File: config.mk
export PLATFORM = sky130hd
export DESIGN_NAME = uart_tx_arbiter_flat
export DESIGN_NICKNAME = d
export VERILOG_FILES = /design/src/rtl/uart_tx_arbiter_pkg.sv /design/src/rtl/uart_tx_arbiter_if.sv /design/src/rtl/uart_tx_arbiter_rr_pick.sv /design/src/rtl/uart_tx_arbiter.sv /design/src/flat_wrapper.sv
export SDC_FILE = /design/constraint.sdc
export NUM_CORES = 1
export LEC_CHECK = 0
export ABC_AREA = 1
export CAP_MARGIN = 30
export CORE_MARGIN = 8
export CORE_UTILIZATION = 44
export DETAILED_ROUTE_END_ITERATION = 8
export PLACE_DENSITY_LB_ADDON = 0.12
export SLEW_MARGIN = 20
export SYNTH_ARGS = -nofsm -noshare
export SYNTH_HDL_FRONTEND = slang
export SYNTH_SLANG_ARGS = --single-unit
File: constraint.sdc
create_clock -name clk -period 2.9 [get_ports clk]
set_input_delay 0.87 -clock clk [delete_from_list [all_inputs] [get_ports clk]]
set_output_delay 0.87 -clock clk [all_outputs]
set_load 0.01 [all_outputs]
File: src/rtl/uart_tx_arbiter_pkg.sv
// Shared definitions for the UART transmit arbiter: FSM encoding, UART
// defaults shared with uart_2, and the grant index width helper.
package uart_pkg;

   typedef enum logic [1:0] {
      IDLE      = 2'd0,
      START     = 2'd1,
      WAIT_DONE = 2'd2
   } state_t;

   localparam int UART_CLK_IN = 12000000;
   localparam int UART_BAUD   = 115200;

   // Index width for n requesters, never narrower than one bit.
   function automatic int id_width(input int n);
      return (n > 2) ? $clog2(n) : 1;
   endfunction

endpackage

File: src/rtl/uart_tx_arbiter_if.sv
// Requester byte streams plus the uart_2 transmit handshake.
// master = client/UART side, slave = arbiter.
interface uart_tx_arbiter_if #(
   parameter int NUM_REQ = 4
);
   logic [NUM_REQ-1:0]   req_valid;
   logic [8*NUM_REQ-1:0] req_data;
   logic [NUM_REQ-1:0]   req_last;
   logic [NUM_REQ-1:0]   req_ready;
   logic [7:0]           uart_data;
   logic                 uart_start;
   logic                 uart_ready;
   logic                 uart_sending;

   modport master (
      output req_valid, req_data, req_last, uart_ready, uart_sending,
      input  req_ready, uart_data, uart_start
   );

   modport slave (
      input  req_valid, req_data, req_last, uart_ready, uart_sending,
      output req_ready, uart_data, uart_start
   );
endinterface

File: src/rtl/uart_tx_arbiter_rr_pick.sv
// Round-robin picker: first set bit of req_mask at or after ptr, wrapping
// modulo N. Purely combinational.
module rr_pick
   import uart_pkg::*;
#(
   parameter  int N    = 4,
   localparam int ID_W = id_width(N)
) (
   input  logic [N-1:0]    req_mask,
   input  logic [ID_W-1:0] ptr,
   output logic            any,
   output logic [ID_W-1:0] win
);

   logic [ID_W-1:0] w_idx;

   // Scan from the farthest offset down so the nearest candidate is written last.
   always_comb begin
      any   = 1'b0;
      win   = '0;
      w_idx = '0;
      for (int k = N - 1; k >= 0; k--) begin
         w_idx = ID_W'((int'(ptr) + k) % N);
         any   = any | req_mask[w_idx];
         win   = req_mask[w_idx] ? w_idx : win;
      end
   end

endmodule

File: src/rtl/uart_tx_arbiter.sv
// Shares one uart_2 transmitter among NUM_REQ byte requesters with
// round-robin arbitration and packet locking with an idle timeout.
module uart_tx_arbiter
   import uart_pkg::*;
#(
   parameter  int NUM_REQ      = 4,
   parameter  int LOCK_TIMEOUT = 65535,
   localparam int ID_W         = id_width(NUM_REQ)
) (
   input  logic              clk,
   input  logic              reset,
   uart_tx_arbiter_if.slave  bus,
   output logic [ID_W-1:0]   grant_id,
   output logic              locked,
   output logic              busy
);

   localparam int CNT_W = (LOCK_TIMEOUT > 1) ? $clog2(LOCK_TIMEOUT + 1) : 1;

   state_t            r_state;
   logic [ID_W-1:0]   r_rr_ptr;
   logic [ID_W-1:0]   r_grant;
   logic              r_locked;
   logic [7:0]        r_data;
   logic [CNT_W-1:0]  r_lock_cnt;

   state_t            w_next_state;
   logic [NUM_REQ-1:0] w_mask;
   logic              w_any;
   logic [ID_W-1:0]   w_win;
   logic              w_accept;
   logic              w_start;
   logic              w_lock_silent;
   logic              w_timeout;
   logic [7:0]        w_bytes [NUM_REQ];

   // Unpack the flat data bus into one byte per requester.
   always_comb begin
      for (int i = 0; i < NUM_REQ; i++) begin
         w_bytes[i] = bus.req_data[8*i +: 8];
      end
   end

   // While locked only the lock owner may compete.
   assign w_mask = r_locked ? (bus.req_valid & (NUM_REQ'(1) << r_grant)) : bus.req_valid;

   rr_pick #(.N(NUM_REQ)) u_pick (
      .req_mask (w_mask),
      .ptr      (r_rr_ptr),
      .any      (w_any),
      .win      (w_win)
   );

   assign w_lock_silent = (r_state == IDLE) && r_locked && !bus.req_valid[r_grant];
   assign w_timeout     = (LOCK_TIMEOUT != 0) && w_lock_silent &&
                          (r_lock_cnt == CNT_W'(LOCK_TIMEOUT - 1));

   // Next-state and handshake decode.
   always_comb begin
      w_next_state = r_state;
      w_accept     = 1'b0;
      w_start      = 1'b0;
      case (r_state)
         IDLE: begin
            if (w_any) begin
               w_accept     = 1'b1;
               w_next_state = START;
            end else begin
               w_next_state = IDLE;
            end
         end
         START: begin
            // uart_2 only leaves idle on a baud tick, so hold start until it reports sending.
            w_start = 1'b1;
            if (bus.uart_sending) begin
               w_next_state = WAIT_DONE;
            end else begin
               w_next_state = START;
            end
         end
         WAIT_DONE: begin
            if (bus.uart_ready && !bus.uart_sending) begin
               w_next_state = IDLE;
            end else begin
               w_next_state = WAIT_DONE;
            end
         end
         default: w_next_state = IDLE;
      endcase
   end

   // State, capture, round-robin pointer and lock bookkeeping.
   always_ff @(posedge clk) begin
      if (reset) begin
         r_state    <= IDLE;
         r_rr_ptr   <= '0;
         r_grant    <= '0;
         r_locked   <= 1'b0;
         r_data     <= 8'h00;
         r_lock_cnt <= '0;
      end else begin
         r_state <= w_next_state;
         if (w_accept) begin
            r_data     <= w_bytes[w_win];
            r_grant    <= w_win;
            r_locked   <= ~bus.req_last[w_win];
            r_rr_ptr   <= (w_win == ID_W'(NUM_REQ - 1)) ? '0 : w_win + ID_W'(1);
            r_lock_cnt <= '0;
         end else if (w_timeout) begin
            r_locked   <= 1'b0;
            r_lock_cnt <= '0;
         end else if (w_lock_silent) begin
            r_lock_cnt <= r_lock_cnt + CNT_W'(1);
         end else if (!r_locked) begin
            r_lock_cnt <= '0;
         end else begin
            r_lock_cnt <= r_lock_cnt;
         end
      end
   end

   assign bus.req_ready  = w_accept ? (NUM_REQ'(1) << w_win) : '0;
   assign bus.uart_data  = r_data;
   assign bus.uart_start = w_start;
   assign grant_id       = r_grant;
   assign locked         = r_locked;
   assign busy           = (r_state != IDLE);

endmodule

File: src/flat_wrapper.sv
// flat-port wrapper written by rule: the top's interface ports become plain ports
module uart_tx_arbiter_flat import uart_pkg::*;
#(
   parameter  int NUM_REQ      = 4,
   parameter  int LOCK_TIMEOUT = 65535,
   localparam int ID_W         = id_width(NUM_REQ)
)
  (clk, reset, grant_id, locked, busy, bus_req_valid, bus_req_data, bus_req_last, bus_uart_ready, bus_uart_sending, bus_req_ready, bus_uart_data, bus_uart_start);
  uart_tx_arbiter_if #(.NUM_REQ(NUM_REQ)) bus_i ();
  input  logic clk;
  input  logic reset;
  output logic [ID_W-1:0] grant_id;
  output logic locked;
  output logic busy;
  input wire logic [$bits(bus_i.req_valid)-1:0] bus_req_valid;
  input wire logic [$bits(bus_i.req_data)-1:0] bus_req_data;
  input wire logic [$bits(bus_i.req_last)-1:0] bus_req_last;
  input wire logic [$bits(bus_i.uart_ready)-1:0] bus_uart_ready;
  input wire logic [$bits(bus_i.uart_sending)-1:0] bus_uart_sending;
  output wire logic [$bits(bus_i.req_ready)-1:0] bus_req_ready;
  output wire logic [$bits(bus_i.uart_data)-1:0] bus_uart_data;
  output wire logic [$bits(bus_i.uart_start)-1:0] bus_uart_start;
  assign bus_i.req_valid = bus_req_valid;
  assign bus_i.req_data = bus_req_data;
  assign bus_i.req_last = bus_req_last;
  assign bus_i.uart_ready = bus_uart_ready;
  assign bus_i.uart_sending = bus_uart_sending;
  assign bus_req_ready = bus_i.req_ready;
  assign bus_uart_data = bus_i.uart_data;
  assign bus_uart_start = bus_i.uart_start;
  uart_tx_arbiter #(.NUM_REQ(NUM_REQ), .LOCK_TIMEOUT(LOCK_TIMEOUT)) u_core (.clk(clk), .reset(reset), .bus(bus_i), .grant_id(grant_id), .locked(locked), .busy(busy));
endmodule
==> metrics.md <==
| Metric | Value |
|---|---|
| Run status | `complete, but fails checks` |
| Violated checks | `setup timing` |
| Synth Flop Type | `dfxtp_1` |
| Post-Syn Area | `between 2000 and 2500 sq um` |
| PD cells | `slightly below 1000 nW/um^2` |
| Fin crit period | `about 3.0 ns` |
| Die W | `86.7 microns` |
| FF-to-FF path depth | `13` |
| Remaining DRCs | `0` |
| # rows | `25` |
| Critical Path End Type | `output pin` |
| Vias in the first global route | `roughly 2.6k` |
| Worst-path clk slew | `0.07 ns` |
| Sw Pwr | `approximately 1.7 mW` |
| Latest clock arrival within the worst-skew pair | `0.28 ns` |
| Fin cells | `509` |
| Max-cap violation count | `0` |
| Max incr delay on CP | `0.12 ns` |
| HPWL Detailed | `roughly 5200 microns` |
| Routed vias/inst | `roughly 5` |
| R2R setup slack | `around 0.74 ns` |
| Endpoints failing setup | `4` |
| Root buf cell | `clkbuf_8` |
| Post-CTS Hold Fix Bufs | `0` |
| Placed Cells | `around 500` |
| Mapped Cells | `338` |
| Part of the Yosys area used for sequential elements | `0.282` |
| Hold_sp | `u_core.bus.uart_data[5]$_SDFFE_PP0P_` |
| Worst reg2reg endpoint | `u_core.r_lock_cnt[2]$_SDFFE_PP0P_` |
| Req. time, crit path | `between 2 and 2.5 ns` |
| First-pass GRT wire length | `approximately 12000 microns` |
| Max_slew headroom | `0.760` |
| Area leader, netlist | `dfxtp_1` |
| Synth Area per Inst | `between 6 and 7 sq um` |
| Worst IR Drop VDD | `~0.00073 V` |
| Initial core utilization | `0.459` |
| Antenna violation net count after detailed routing | `0` |
| Setup_tns | `-0.462 ns` |
| Final period util | `1.05` |
| Number of synthesized flops with an enable pin | `0` |
| Yosys cell types | `35` |
| Total track usage | `0.191` |
| Worst hold-check path type | `flip-flop to flip-flop` |
| Synth area leaders | `dfxtp_1 28%, nand3_1 15%, nand2_1 15%, inv_1 7.0%, ha_1 3.4%` |
| Total power | `about 3.5 mW` |
| Switching share of power | `0.478` |
| Slowest-stage cell, CP | `nand3_4` |
| Total wire length | `around 7000 microns` |
| Longest Clk Path Bufs | `2` |
| CTS tree | `built` |
| P_int | `around 1.8 mW` |
| Most frequent cells after synthesis | `85 x nand2_1, 65 x nand3_1, 41 x inv_1` |
| Endpoints failing hold | `0` |
| ANT cells | `0` |
| WL/cell | `13.8 microns` |
| Achievable Freq | `approximately 0.33 GHz` |
| Initial drt markers | `around 140` |
| Combinational Power Share | `0.746` |
| Count leader, synth | `nand2_1` |
| 1st-pass router iterations | `4` |
| Slew at the pin closest to its max-slew limit | `between 0.3 and 0.4 ns` |
| Final #Nets | `just under 500` |
| Clock Sinks | `31` |
| Vias | `~2.6k` |
| Area share of the largest cell type after synthesis | `0.282` |
| Worst reg2reg startpoint | `u_core.r_rr_ptr[0]$_SDFFE_PP0P_` |
| Gpl congestion | `between 0.8 and 0.9` |
| Leakage power | `1.54 nW` |
| Area growth, synth to finish | `65.1%` |
| Share of layout cells above drive strength 1 | `0.314` |
| Flop pwr share | `0.157` |
| CP Cell Sequence | `buf_8 > nand3_4 > nand3_4 > nand3_4 > inv_2 > nor2_4 > nand2_2 > nand2_2 > nand2_4 > inv_4 > ha_4 > inv_2 > nor2_4 > buf_6` |
| Die Height | `just under 90 microns` |
| Hold Path Stages | `2` |
| Total Die Area | `between 7000 and 8000 sq um` |
| Most used cell, CP | `nand3_4` |
| Endpoint, Worst Hold | `u_core.bus.uart_data[5]$_SDFFE_PP0P_` |
| RSZ-0062 raised after global routing | `true` |
| Total CTS buffers | `5` |
| Worst-path fanout max | `5` |
| Yosys reg bits | `31` |
| H-tree depth | `2` |
| Gr ovfl total | `0` |
| Startpoint types | `primary input` |
| Core Footprint | `4790 sq um` |
| Syn_nets | `388` |
| Pins over their slew limit | `0` |
| Largest net degree at the start of global routing | `15` |
| Final Skew | `approximately 0.0085 ns` |
| Synth Warn # | `0` |
| Number of port buffers | `60` |
| Final hold slack | `~0.46 ns` |
| Critical path class | `primary input to output pin` |
| Initial antenna violation count | `0` |
| Post-synthesis async set-or-reset flop share | `0` |
| Min setup slack post-route | `-0.131 ns` |
| I/O pins | `61` |
| CP Data Arrival Time | `2.16 ns` |
| Clock Power Share | `0.097` |
layer usage:
metal / wire (microns) / part of all wire / up-vias / global-route usage
met3: 445 / 0.063 / 6 / 0.0501
met1: 3020 / 0.43 / 1173 / 0.232
met2: 3530 / 0.50 / 78 / 0.321
met4: 42 / 0.0060 / 0 / 0.0532
met5: 0 / 0 / - / 0
li1: - / - / 1300 / -
layout by cell type, fill, tap and decap left out, types with 4 or more instances in the layout:
cell	count
nor2_4	6
buf_4	45
nor2_2	4
nor3_1	5
a21oi_2	6
inv_1	36
or2_2	6
nand2_1	75
clkbuf_8	5
o21ai_0	10
clkdlybuf4s50_1	52
nand2_4	11
inv_2	10
dfxtp_1	31
buf_8	4
nand3b_1	5
nor2_1	16
nand3_1	49
nand3_4	18
a21oi_1	8
nand4_1	4
cells by family (layout without fill, tap and decap cells):
group	count (synthesis)	after routing	share of synthesized area
DFF	31	31	0.282
buffers and inverters	58	162	0.113
xor gates and xnor gates	2	2	0.0114
adders and majority gates	6	6	0.0342
AOI/OAI and AO/OA	32	32	0.0945
and+or+nand+nor	209	209	0.464
layout make-up:
type	instances	area [sq um]
multi-input cells	249	1690
flip-flops and latches	31	621
fillers	377	1160
well taps	67	83.8
inverters	49	194
repair buffers	105	951
clock inverters	2	12.5
clock buffers	6	72.6
power by group through the flow:
| stage | combinational, mW | sequential [mW] | clock (mW) |
|---|---|---|---|
| after floorplan | 1.36 | 0.585 | 0 |
| after global placement | 2.21 | 0.552 | 0 |
| after detailed placement | 2.24 | 0.555 | 0 |
| after CTS | 2.50 | 0.548 | 0.347 |
| after global routing | 2.87 | 0.558 | 0.365 |
| final | 2.61 | 0.551 | 0.340 |
registers in the layout (all words and copies together) (netlist names):
register and count:
u_core.locked 1, u_core.bus.uart_data 8, u_core.r_state 2, u_core.r_rr_ptr 2, u_core.r_lock_cnt 16, u_core.grant_id 2
critical path, delay by kind of cell:
family                   cells  cell delay (ns)
buffers and inverters        5             0.38
adder cells (fa/ha/maj)      1             0.12
AND/OR/NAND/NOR              8             0.78
metrics by stage:
step           worst slack [ns]  area, sq um   util
3_3_place_gp             -0.991         3270  0.683
3_5_place_dp              -1.05         3270  0.683
2_1_floorplan          -0.00388         2350      -
4_1_cts                  -0.119         3560  0.745
5_1_grt                  -0.219         3630  0.758
6_report                 -0.131         3630  0.758
worst max path at each step:
stage	from	to	slack [ns]	cells past startpoint
floorplan	bus_req_valid[2]	bus_req_ready[3]	-0.004	13
CTS	bus_req_valid[1]	bus_req_ready[2]	-0.12	13
finish	bus_req_valid[3]	bus_req_ready[1]	-0.13	14
global route	bus_req_valid[3]	bus_req_ready[0]	-0.22	14
global placement	bus_req_valid[2]	bus_req_ready[2]	-0.99	13
detailed placement	bus_req_valid[2]	bus_req_ready[0]	-1.05	14
timing repair:
item / 4_1_cts / 5_1_grt
endpoints found under the setup margin: 4 / 4
gates resized for setup: 78 / 15
gates cloned: 0 / 0
setup buffers: 4 / 1
pin swaps: 33 / 17
endpoints found under the hold margin: 0 / 0
Power figures use the tool's default switching activity.
